File: src/rtl/seq_det_pkg.sv
// Shared definitions for the serial sequence-detector family.
package seq_det_pkg;

    // Controller state encoding.
    typedef enum logic [1:0] {
        IDLE  = 2'd0,
        ARM   = 2'd1,
        SHIFT = 2'd2,
        DONE  = 2'd3
    } state_t;

    // Pattern held in the configuration register before the first run.
    localparam logic [3:0] DEFAULT_PATTERN = 4'b1101;

endpackage

File: src/rtl/seq_match_window.sv
// Serial match window: PAT_W-bit history of the bit stream, a saturating
// fill counter and the comparator that flags a completed pattern.
module seq_match_window
    import seq_det_pkg::*;
#(
    parameter int PAT_W = 4
) (
    input  logic             clk,
    input  logic             reset_n,
    input  logic             serial_bit,
    input  logic             bit_en,
    input  logic             clr,
    input  logic             overlap,
    input  logic [PAT_W-1:0] pattern,
    output logic             hit
);

    localparam int FILL_W = $clog2(PAT_W + 1);
    localparam logic [FILL_W-1:0] FILL_FULL = FILL_W'(PAT_W);

    logic [PAT_W-1:0]  window_reg;
    logic [PAT_W-1:0]  window_next;
    logic [FILL_W-1:0] fill_reg;
    logic [FILL_W-1:0] fill_next;

    // Next window/fill values and the hit decision for the bit being consumed.
    // A clear in the same cycle suppresses the hit so an abort never strobes.
    always_comb begin
        window_next = {window_reg[PAT_W-2:0], serial_bit};
        fill_next   = (fill_reg == FILL_FULL) ? fill_reg : fill_reg + FILL_W'(1);
        hit         = bit_en & ~clr & (fill_next == FILL_FULL) & (window_next == pattern);
    end

    // Window and fill registers; non-overlap mode restarts the fill after a hit.
    always_ff @(posedge clk or negedge reset_n) begin
        if (!reset_n) begin
            window_reg <= '0;
            fill_reg   <= '0;
        end else if (clr) begin
            window_reg <= '0;
            fill_reg   <= '0;
        end else if (bit_en) begin
            window_reg <= window_next;
            fill_reg   <= (hit && !overlap) ? '0 : fill_next;
        end
    end

endmodule

File: src/rtl/seq_stream_ctrl.sv
// Word-to-serial stream controller: accepts words over valid/ready, shifts
// them MSB-first into the match window, counts hits and stops at a limit.
module seq_stream_ctrl
    import seq_det_pkg::*;
#(
    parameter int DATA_W = 8,
    parameter int PAT_W  = 4,
    parameter int CNT_W  = 8
) (
    input  logic              clk,
    input  logic              reset_n,
    input  logic              start,
    input  logic              abort,
    input  logic [PAT_W-1:0]  cfg_pattern,
    input  logic              cfg_overlap,
    input  logic [CNT_W-1:0]  cfg_limit,
    input  logic              in_valid,
    input  logic [DATA_W-1:0] in_data,
    output logic              in_ready,
    output logic              bit_out,
    output logic              bit_valid,
    output logic              match_pulse,
    output logic [CNT_W-1:0]  match_count,
    output logic              busy,
    output logic              done
);

    localparam int IDX_W = (DATA_W > 1) ? $clog2(DATA_W) : 1;

    state_t            state_reg;
    logic [DATA_W-1:0] shift_reg;
    logic [IDX_W-1:0]  idx_reg;
    logic [CNT_W-1:0]  count_reg;
    logic [PAT_W-1:0]  pattern_reg;
    logic              overlap_reg;
    logic [CNT_W-1:0]  limit_reg;
    logic              in_ready_reg;
    logic              bit_valid_reg;
    logic              match_pulse_reg;
    logic              busy_reg;
    logic              done_reg;

    logic              start_run;
    logic              win_clr;
    logic              win_bit_en;
    logic              hit;
    logic [CNT_W-1:0]  count_next;
    logic              limit_reached;

    // Run start, window control and hit bookkeeping derived from current state.
    always_comb begin
        start_run     = ((state_reg == IDLE) || (state_reg == DONE)) && start && !abort;
        win_clr       = abort || start_run;
        win_bit_en    = (state_reg == SHIFT);
        count_next    = (count_reg == '1) ? count_reg : count_reg + CNT_W'(1);
        limit_reached = hit && (limit_reg != '0) && (count_next == limit_reg);
    end

    seq_match_window #(
        .PAT_W (PAT_W)
    ) u_window (
        .clk        (clk),
        .reset_n    (reset_n),
        .serial_bit (shift_reg[DATA_W-1]),
        .bit_en     (win_bit_en),
        .clr        (win_clr),
        .overlap    (overlap_reg),
        .pattern    (pattern_reg),
        .hit        (hit)
    );

    // Main FSM with registered handshake, serial and status outputs.
    always_ff @(posedge clk or negedge reset_n) begin
        if (!reset_n) begin
            state_reg       <= IDLE;
            shift_reg       <= '0;
            idx_reg         <= '0;
            count_reg       <= '0;
            pattern_reg     <= PAT_W'(DEFAULT_PATTERN);
            overlap_reg     <= 1'b0;
            limit_reg       <= '0;
            in_ready_reg    <= 1'b0;
            bit_valid_reg   <= 1'b0;
            match_pulse_reg <= 1'b0;
            busy_reg        <= 1'b0;
            done_reg        <= 1'b0;
        end else begin
            match_pulse_reg <= 1'b0;
            if (abort) begin
                // Count is held so software can read how far the run got.
                state_reg     <= IDLE;
                in_ready_reg  <= 1'b0;
                bit_valid_reg <= 1'b0;
                busy_reg      <= 1'b0;
                done_reg      <= 1'b0;
            end else begin
                case (state_reg)
                    IDLE, DONE: begin
                        if (start) begin
                            state_reg    <= ARM;
                            pattern_reg  <= cfg_pattern;
                            overlap_reg  <= cfg_overlap;
                            limit_reg    <= cfg_limit;
                            count_reg    <= '0;
                            in_ready_reg <= 1'b1;
                            busy_reg     <= 1'b1;
                            done_reg     <= 1'b0;
                        end
                    end
                    ARM: begin
                        if (in_valid && in_ready_reg) begin
                            state_reg     <= SHIFT;
                            shift_reg     <= in_data;
                            idx_reg       <= IDX_W'(DATA_W - 1);
                            in_ready_reg  <= 1'b0;
                            bit_valid_reg <= 1'b1;
                        end
                    end
                    SHIFT: begin
                        shift_reg <= {shift_reg[DATA_W-2:0], 1'b0};
                        idx_reg   <= idx_reg - IDX_W'(1);
                        if (hit) begin
                            match_pulse_reg <= 1'b1;
                            count_reg       <= count_next;
                        end
                        if (limit_reached) begin
                            // Remaining bits of the current word are dropped.
                            state_reg     <= DONE;
                            bit_valid_reg <= 1'b0;
                            busy_reg      <= 1'b0;
                            done_reg      <= 1'b1;
                        end else if (idx_reg == '0) begin
                            state_reg     <= ARM;
                            bit_valid_reg <= 1'b0;
                            in_ready_reg  <= 1'b1;
                        end
                    end
                    default: state_reg <= IDLE;
                endcase
            end
        end
    end

    assign in_ready    = in_ready_reg;
    assign bit_out     = shift_reg[DATA_W-1] & bit_valid_reg;
    assign bit_valid   = bit_valid_reg;
    assign match_pulse = match_pulse_reg;
    assign match_count = count_reg;
    assign busy        = busy_reg;
    assign done        = done_reg;

endmodule

File: config.mk
export PLATFORM = sky130hd
export DESIGN_NAME = seq_stream_ctrl
export DESIGN_NICKNAME = d
export VERILOG_FILES = /design/src/rtl/seq_det_pkg.sv /design/src/rtl/seq_match_window.sv /design/src/rtl/seq_stream_ctrl.sv
export SDC_FILE = /design/constraint.sdc
export NUM_CORES = 1
export LEC_CHECK = 0
export ABC_CLOCK_PERIOD_IN_PS = 3230
export BUFFER_PORTS_ARGS = -buffer_cell sky130_fd_sc_hd__buf_2
export CORE_MARGIN = 8
export CORE_UTILIZATION = 57
export DETAILED_ROUTE_END_ITERATION = 7
export HOLD_SLACK_MARGIN = 0.15
export PLACE_DENSITY = 0.8
export REMOVE_ABC_BUFFERS = 1
export SYNTH_ARGS = -nofsm -noshare
export SYNTH_HDL_FRONTEND = slang
export SYNTH_SLANG_ARGS = --single-unit
File: constraint.sdc
create_clock -name clk -period 3.23 [get_ports clk]
set_clock_uncertainty 0.05 [all_clocks]
set_input_delay 0.4845 -clock clk [delete_from_list [all_inputs] [get_ports clk]]
set_output_delay 0.4845 -clock clk [all_outputs]
set_load 0.01 [all_outputs]
==> impl_metrics.yaml, run 1 <==
outcome:
  status: "finished clean"
finish:
  seqCellArea_sq_um: 1130
  multi_input_area_sq_um: 1360
  diodes: 0
  final_common_cell: "dfrtp_1"
  syn_to_final_growth_pct: 11.9
  layout_common_cells: "dfrtp_1 (42), buf_2 (39), nor2_1 (22)"
  finalNonFillerCells: 354
  drive_above_1_share_pct: 24.5
  nFillCells: 355
  post-route-util_pct: 66.5
  fin_nets: 334
grt:
  track_usage_pct: 16.5
  antenna_found_initial: 0
  grt_pass1_wl_mm: 9.79
  grt_max_degree: 46
  overflow: 0
  grt_pass1_vias: 2068
synth:
  synth_cells: 265
  syn-cell-area_sq_um: 2590
  synth_edf_count: 0
  ys_seq_area_share_pct: 43.7
  ys_ff_latch: 45
  synth-main-ff-cell: "dfrtp_1"
  post_synth.cell_area_avg_sq_um: 9.76
  synth_warnings: 0
  async_flop_share_pct: 100
  synthDistinctLibCells: 51
timing:
  setup_ws_ns: 0.547
  fmax_mhz: 373
  whs_ns: 0.300
  tightest_slew_ns: 1.00
  relSlewSlack_pct: 33.1
  period_minus_slack_ns: 2.68
  rsz0062_at_grt: "no"
  setup_viol: 0
  tns_ns: 0
  finalMaxSlewViolations: 0
  hold_viol: 0
  period_share_pct: 83.1
clocking:
  postCtsHoldBufs: 0
  cts_buffers: 5
  post_cts_buffers: 0
  clock_latency_ns: 0.30
  root_buffer: "clkbuf_8"
  cts_tree: "yes"
  clock_sinks: 45
  htreeDepth: 2
  cts_resized: 0
  clk_pin_slew_worst_paths_ns: 0.08
  cts.path.max_buffers: 2
die:
  fp.coreArea_sq_um: 4350
  die_x_um: 83.4
  ios: 40
  die_area_sq_um: 6950
  num_rows: 24
  die_h_um: 83.4
  initial_core_util_pct: 59.4
drt:
  routed_via_density: 5.91
  drt-pass1-iter-count: 4
  drt_iter0_drc: 107
  antenna_left: 0
  vias: 2092
  routed_wl_mm: 5.63
  routedWlPerCell_um: 15.9
  drcViolationCount: 0
worst_setup_path:
  end_kind: "register"
  cp.required_ns: 3.37
  crit_path_max_fanout: 6
  worstSetupPathType: "register to register"
  critPathLaunchType: "register"
  crit_arrival_ns: 2.82
min_path:
  min_path_type: "input port to async pin"
pwr:
  ir_drop_v: 0.000376
  p_per_area_nw_per_um2: 647
  p_leak_nw: 1.31
run:
  max_cap_violations: 0
placement:
  dpl.cell_count: 346
  gp_routability_congestion: 0.854
  port_buffers: 39
  post-dp-hpwl_mm: 4.24
  dp_slack_ns: 0.549
through the flow:
stage	total power (W)	cell area, sq um
2_1_floorplan	0.00133	2530
3_3_place_gp	0.00149	2800
3_5_place_dp	0.00152	2800
4_1_cts	0.00189	2900
5_1_grt	0.00202	2900
6_report	0.00187	2900
worst max-delay path, stage by stage (launching register included):
cell	delay (ns)
dfrtp_1	0.42
inv_1	0.06
ha_1	0.34
nand2_1	0.16
o2111ai_2	0.18
nor4b_4	0.38
nand3_1	0.22
nor2_1	0.37
nor2_1	0.11
mux2_2	0.28
cells in the mapped netlist (6+ instances only):
| library cell | n | area (sq um) |
|---|---|---|
| ha_1 | 7 | 87.6 |
| xnor2_1 | 7 | 61.3 |
| a21oi_1 | 12 | 60.1 |
| nand2_1 | 21 | 78.8 |
| nor2b_1 | 6 | 37.5 |
| inv_1 | 12 | 45.0 |
| nand3_1 | 8 | 40.0 |
| a31oi_1 | 6 | 37.5 |
| o21ai_0 | 14 | 70.1 |
| mux2i_1 | 13 | 130 |
| dfrtp_1 | 42 | 1050 |
| mux2_2 | 15 | 169 |
| nor3_1 | 8 | 40.0 |
| nor2_1 | 22 | 82.6 |
power by group:
| part | total, W | internal (W) | switching (W) |
|---|---|---|---|
| Clock | 0.000363 | 0.000174 | 0.000190 |
| Sequential | 0.000887 | 0.000739 | 0.000148 |
| Combinational | 0.000622 | 0.000296 | 0.000326 |
worst paths after layout:
check                              from             end  slack [ns]  depth (start not counted)
max                        state_reg[0]  match_count[0]        0.55                          9
min                             reset_n  match_count[0]        0.30                          1
max reg2reg                state_reg[0]  match_count[0]        0.55                          9
min reg2reg                shift_reg[5]    shift_reg[5]        0.44                          2
max in group asynchronous       reset_n       bit_valid        2.21                          1
min in group clk             in_data[0]    shift_reg[0]        0.36                          3
routing by layer:
layer | up-vias | routed length, um | GRT usage, %
met5 | - | 0 | 0
met4 | 0 | 62 | 5.11
met3 | 7 | 353 | 5.18
met2 | 55 | 2610 | 25.9
met1 | 1014 | 2600 | 20.9
li1 | 1016 | - | -
logic make-up after synthesis:
family	count (synthesis)	synth area share [%]
XOR/XNOR	9	3.05
multiplexers	28	11.6
adder cells (fa/ha/maj)	7	3.38
AND/OR/NAND/NOR	97	20.4
AO/OA/AOI/OAI	56	14.2
buffers and inverters	23	3.82
flip-flops	45	43.7
cell type report:
cell class                 instances  area share, %
multi-input combinational        197           46.9
sequential                        45           39.0
timing repair buffer              40           7.00
clock buffer                       7           2.98
tap                               52           2.25
inverter                          12           1.56
clock inverter                     1          0.259
No activity file was read; power rests on OpenSTA's default activity.
==> run 2: changes to the inputs <==
--- a/config.mk
+++ b/config.mk
@@ -5,13 +5,14 @@
 export SDC_FILE = /design/constraint.sdc
 export NUM_CORES = 1
 export LEC_CHECK = 0
-export ABC_CLOCK_PERIOD_IN_PS = 3230
+export ABC_AREA = 1
+export ABC_CLOCK_PERIOD_IN_PS = 2200
 export BUFFER_PORTS_ARGS = -buffer_cell sky130_fd_sc_hd__buf_2
 export CORE_MARGIN = 8
-export CORE_UTILIZATION = 57
+export CORE_UTILIZATION = 51
 export DETAILED_ROUTE_END_ITERATION = 7
 export HOLD_SLACK_MARGIN = 0.15
-export PLACE_DENSITY = 0.8
+export PLACE_DENSITY = 0.76
 export REMOVE_ABC_BUFFERS = 1
 export SYNTH_ARGS = -nofsm -noshare
 export SYNTH_HDL_FRONTEND = slang
==> constraint.sdc (replaced) <==
create_clock -name clk -period 2.2 [get_ports clk]
set_clock_uncertainty 0.05 [all_clocks]
set_input_delay 0.33 -clock clk [delete_from_list [all_inputs] [get_ports clk]]
set_output_delay 0.33 -clock clk [all_outputs]
set_load 0.01 [all_outputs]
==> run 2 against run 1 <==
Against the previous run:
- sequential cell count unchanged
- setup slack got worse by 0.47 ns
- core utilization decreased by 3.0 points
- largest power group is now combinational cells
==> impl_metrics.yaml, run 2 <==
timing:
  setup_viol: 0
  fmax_mhz: 471
  period_share_pct: 96.5
  tightest_slew_ns: 0.464
  relSlewSlack_pct: 69.0
  tns_ns: 0
  finalMaxSlewViolations: 0
  setup_ws_ns: 0.0764
  hold_viol: 0
  period_minus_slack_ns: 2.12
finish:
  seqCellArea_sq_um: 1130
  layout_common_cells: "nand2_1 (84), inv_1 (51), dfrtp_1 (40)"
  nFillCells: 461
  syn_to_final_growth_pct: 22.9
  multi_input_area_sq_um: 1290
  fin_area_sq_um: 3180
  fin_nets: 437
  drive_above_1_share_pct: 25.2
  final_common_cell: "nand2_1"
  diodes: 0
pwr:
  comb_power_share_pct: 40.2
  p_per_area_nw_per_um2: 1010
  p_int_w: 0.00199
  p_leak_nw: 1.67
  p_sw_w: 0.00121
  clkPwrFrac_pct: 20.2
  p_total_w: 0.00320
  switching_share_pct: 37.8
  p_seq_share_pct: 39.6
  ir_drop_v: 0.000585
synth:
  synth.most_common_cell: "nand2_1"
  post_synth.cell_area_avg_sq_um: 7.48
  synth_edf_count: 0
  synthDistinctLibCells: 28
  synth_warnings: 0
  synth_top_cell_by_area: "dfrtp_1"
  syn-cell-area_sq_um: 2590
  async_flop_share_pct: 100
  synth_cells: 346
  synthTopCellsByArea: "dfrtp_1 (41%), nand2_1 (13%), inv_1 (7.5%)"
  yosysTopAreaCellShare_pct: 40.6
  ys_ff_latch: 45
  ys_seq_area_share_pct: 43.6
  ys_top_cells_by_count: "nand2_1 (87), inv_1 (52), dfrtp_1 (42)"
  synth-main-ff-cell: "dfrtp_1"
worst_setup_path:
  crit_family: "simple AND/OR/NAND/NOR gates"
  max_stage_delay_ns: 0.39
  slowest_stage: "dfrtp_1"
  critPathLaunchType: "register"
  end_kind: "register"
  path_buf_inv: 3
  crit_chain: "inv_1 > ha_4 > a21oi_2 > nand2_1 > nor2_2 > nand2_2 > nor3_4 > nor2_2 > nor2_4 > buf_4 > buf_4 > nand3_1 > o21ai_0"
  crit_path_max_fanout: 4
  crit_arrival_ns: 2.29
  cp.required_ns: 2.36
  worstSetupPathType: "register to register"
die:
  num_rows: 26
  die_x_um: 87.2
  die_h_um: 87.2
  die_area_sq_um: 7610
  initial_core_util_pct: 51.7
  fp.coreArea_sq_um: 5010
  ios: 40
placement:
  postPlaceCellArea_sq_um: 2910
  post-dp-hpwl_mm: 4.62
  dp_slack_ns: 0.0759
  port_buffers: 39
  gp_routability_congestion: 0.901
drt:
  antenna_left: 0
  drt_iter0_drc: 182
  routed_via_density: 5.10
  drcViolationCount: 0
  routedWlPerCell_um: 13.0
  drt-pass1-iter-count: 4
  vias: 2421
  routed_wl_mm: 6.19
run:
  max_cap_violations: 0
grt:
  use_met2_pct: 25.8
  overflow: 0
  grt_util_met1_pct: 21.4
  gr-max-usage-layer: "met2"
  track_usage_pct: 16.6
  grt_pass1_wl_mm: 10.0
  use_met3_pct: 4.91
  antenna_found_initial: 0
  grt_pass1_vias: 2228
  grt_max_degree: 18
clocking:
  clock_sinks: 45
  clk_pin_slew_worst_paths_ns: 0.09
  cts_tree: "yes"
  cts.path.max_buffers: 2
  cts_buffers: 5
  htreeDepth: 2
  clock_latency_ns: 0.30
  root_buffer: "clkbuf_8"
min_path:
  min_path_type: "input port to register"
outcome:
  status: "finished clean"
run 2: cell types whose count changed in the layout (fill, tap and decap cells not counted), moves of 13 or more:
cell     previous run  this run
nand2_1            21        84
inv_1              12        51
nand3_1             8        33
buf_4               1        18
mux2_2             15         2
mux2i_1            13         0
run 2: final cells by class:
| type | instances | area share (%) |
|---|---|---|
| clock inverter | 1 | 0.944 |
| tap | 70 | 2.75 |
| clock buffer | 7 | 2.71 |
| multi-input combinational | 238 | 40.7 |
| inverter | 56 | 6.61 |
| timing repair buffer | 58 | 10.7 |
| sequential | 45 | 35.6 |
run 2: logic make-up after synthesis:
group	synth area share (%)
AO/OA/AOI/OAI	10.9
XOR/XNOR	0.677
adder cells (fa/ha/maj)	3.38
buffers and inverters	9.33
flip-flops	43.6
multiplexers	0.870
AND/OR/NAND/NOR	31.2
run 2: power groups by stage:
| stage | registers (W) | clock network, W | logic [W] |
|---|---|---|---|
| floorplan | 0.00125 | 0 | 0.000794 |
| global route | 0.00130 | 0.000684 | 0.00147 |
| finish | 0.00127 | 0.000648 | 0.00129 |
| detailed placement | 0.00127 | 0 | 0.00114 |
| global placement | 0.00127 | 0 | 0.00112 |
| CTS | 0.00126 | 0.000657 | 0.00115 |
run 2: routing by layer:
layer / vias to the layer above / wire length [um]
li1: 1225 / -
met1: 1124 / 2930
met2: 65 / 2850
met3: 7 / 361
met4: 0 / 52
met5: - / 0
run 2: worst paths after layout:
kind,start,endpoint,slack (ns),depth (start not counted)
max in group asynchronous,reset_n,pattern_reg[0],1.10,3
min reg2reg,pattern_reg[2],pattern_reg[2],0.43,2
max reg2reg,u_window.fill_reg[1],match_count[7],0.08,13
min,cfg_pattern[0],pattern_reg[0],0.21,3
min in group asynchronous,reset_n,limit_reg[0],0.40,2
max,u_window.fill_reg[1],match_count[7],0.08,13
run 2: stage by stage:
stage	util, %	hold WS (ns)	instances
2_1_floorplan	-	-0.0156	339
3_3_place_gp	58.0	0.184	457
3_5_place_dp	58.0	0.196	457
4_1_cts	60.6	0.202	466
5_1_grt	63.5	0.208	475
6_report	63.5	0.205	475
run 2: timing repair:
action,4_1_cts,5_1_grt
resized for setup,0,22
hold buffers,1,0
buffers inserted,0,9
endpoints found under the hold margin,12,0
setup endpoints to repair,0,14
run 2: worst register-to-register path, stage by stage (launching register included):
cell     delay (ns)
dfrtp_1        0.39
inv_1          0.12
ha_4           0.22
a21oi_2        0.10
nand2_1        0.07
nor2_2         0.12
nand2_2        0.09
nor3_4         0.20
nor2_2         0.07
nor2_4         0.19
buf_4          0.15
buf_4          0.10
nand3_1        0.08
o21ai_0        0.10
==> run 3: changes to the inputs <==
--- a/config.mk
+++ b/config.mk
@@ -5,7 +5,6 @@
 export SDC_FILE = /design/constraint.sdc
 export NUM_CORES = 1
 export LEC_CHECK = 0
-export ABC_AREA = 1
 export ABC_CLOCK_PERIOD_IN_PS = 2200
 export BUFFER_PORTS_ARGS = -buffer_cell sky130_fd_sc_hd__buf_2
 export CORE_MARGIN = 8
==> run 3 against run 2 <==
Against the previous run:
- the flow now finishes with violations (setup timing)
- total power is 6.0% lower
- cell count is 15% lower
- combinational power is 15% lower
- global-route usage is 0.36 points higher
- routed wire length is 2.6% lower
- core utilization is 1.5 points higher
- largest cell class unchanged
- largest power group is now sequential cells
- highest routed layer unchanged
==> impl_metrics.yaml, run 3 (synthesis results as in run 1) <==
clocking:
  root_buffer: "clkbuf_8"
  cts_buffers: 5
  cts_tree: "yes"
  cts.path.max_buffers: 2
  clock_sinks: 45
  htreeDepth: 2
  clock_latency_ns: 0.30
  clk_pin_slew_worst_paths_ns: 0.09
die:
  num_rows: 26
  ios: 40
  initial_core_util_pct: 51.6
  die_h_um: 87.2
  fp.coreArea_sq_um: 5010
  die_area_sq_um: 7610
  die_x_um: 87.2
grt:
  grt_pass1_vias: 2196
  grt_max_degree: 46
  grt_pass1_wl_mm: 10.3
  overflow: 0
  track_usage_pct: 17.0
  antenna_found_initial: 0
finish:
  fin_nets: 365
  syn_to_final_growth_pct: 25.9
  layout_common_cells: "dfrtp_1 (42), buf_2 (39), buf_4 (31)"
  drive_above_1_share_pct: 35.1
  diodes: 0
  post-route-util_pct: 65.0
  final_common_cell: "dfrtp_1"
drt:
  drt-pass1-iter-count: 4
  routed_via_density: 5.44
  routedWlPerCell_um: 15.0
  drcViolationCount: 0
  routed_wl_mm: 6.03
  vias: 2193
  drt_iter0_drc: 105
  antenna_left: 0
worst_setup_path:
  r2r_end: "state_reg[0]"
  slowest_stage: "dfrtp_1"
  critPathLaunchType: "register"
  path_buf_inv: 1
  max_stage_delay_ns: 0.39
  crit_chain: "inv_1 > ha_4 > and2b_2 > o2111ai_4 > nor4b_4 > o311a_1 > nand4_4 > or3b_1 > nand3_1"
  cp.required_ns: 2.39
  crit_arrival_ns: 2.41
  end_kind: "register"
  crit_path_max_fanout: 6
  reg2reg_slack_ns: -0.01
  crit_start: "state_reg[0]"
  rr_startpoint: "state_reg[0]"
  worstSetupPathType: "register to register"
  crit_family: "simple AND/OR/NAND/NOR gates"
  critical_path.endpoint: "state_reg[0]"
  cp.depth: 9
  r2r_cells: 9
placement:
  post-dp-hpwl_mm: 4.48
  dp_slack_ns: -0.154
  gp_routability_congestion: 0.906
  port_buffers: 39
timing:
  fmax_mhz: 452
  relSlewSlack_pct: 46.5
  setup_viol: 2
  setup_ws_ns: -0.0121
  finalMaxSlewViolations: 0
  tightest_slew_ns: 0.797
  period_share_pct: 101
  hold_viol: 0
  period_minus_slack_ns: 2.21
  rsz0062_at_grt: "yes"
pwr:
  p_per_area_nw_per_um2: 925
  ir_drop_v: 0.000508
  p_leak_nw: 1.48
outcome:
  violations: "setup timing"
  status: "finished, violations left"
min_path:
  hold_depth: 2
  min_path_type: "input port to register"
run:
  max_cap_violations: 0
==> run 3: cell types whose count changed in the layout (fill, tap and decap cells not counted), moves of 6 or more <==
cell	delta
nor3_1	+8
nand3_1	-25
nor2b_1	+6
nand2_1	-64
xnor2_1	+6
o22ai_1	-6
a31oi_1	+6
inv_1	-40
mux2i_1	+13
nor2_2	-6
nor2_1	-9
mux2_2	+13
buf_4	+13
==> run 3: per-stage QoR <==
stage	instances	total power [W]	area, sq um	setup TNS [ns]	hold WS, ns
floorplan	254	0.00196	2530	-7.22	-0.0156
CTS	402	0.00299	3210	0	0.197
detailed placement	392	0.00233	3030	-0.920	0.398
finish	403	0.00301	3260	-0.0214	0.206
global route	403	0.00323	3260	-0.619	0.189
global placement	392	0.00229	3030	-0.0238	0.393
==> run 3: metal layers <==
metal / GRT usage [%] / vias to the layer above / share of wire (%)
met4: 5.63 / 0 / 1.4
li1: - / 1088 / -
met5: 0 / - / 0
met2: 26.8 / 55 / 46
met1: 22.2 / 1042 / 47
met3: 3.87 / 8 / 5.7
==> run 3: timing repair <==
action                                  in CTS  in global routing
setup buffers                                1                  1
endpoints found under the setup margin      12                 14
gates resized for setup                      9                 12
endpoints found under the hold margin       42                  0
cloned                                       0                  0
pin swaps                                    5                  4
hold buffers                                 1                  0
==> run 3: worst min path at each step <==
stage / start / end
2_1_floorplan: reset_n / bit_valid
3_3_place_gp: reset_n / match_count[0]
3_5_place_dp: reset_n / match_count[2]
4_1_cts: cfg_overlap / overlap_reg
5_1_grt: cfg_limit[3] / limit_reg[3]
6_report: cfg_pattern[2] / pattern_reg[2]
==> run 3: power by group <==
part / leakage (nW) / switching, W / internal, W
combinational: 0.857 / 0.000561 / 0.000539
clock: 0.0554 / 0.000283 / 0.000341
sequential: 0.564 / 0.000205 / 0.00108
==> run 3: worst register-to-register path, cell delays in order, from the launching register on <==
cell	delay, ns
dfrtp_1	0.39
inv_1	0.10
ha_4	0.14
and2b_2	0.17
o2111ai_4	0.14
nor4b_4	0.32
o311a_1	0.25
nand4_4	0.14
or3b_1	0.38
nand3_1	0.08
==> run 3: cell type report <==
class / count / area (sq um)
clock buffer: 6 / 72.6
clock inverter: 2 / 38.8
fill: 425 / 1750
sequential: 45 / 1130
multi-input combinational: 197 / 1450
inverter: 12 / 45.0
timing repair buffer: 71 / 438
tap: 70 / 87.6
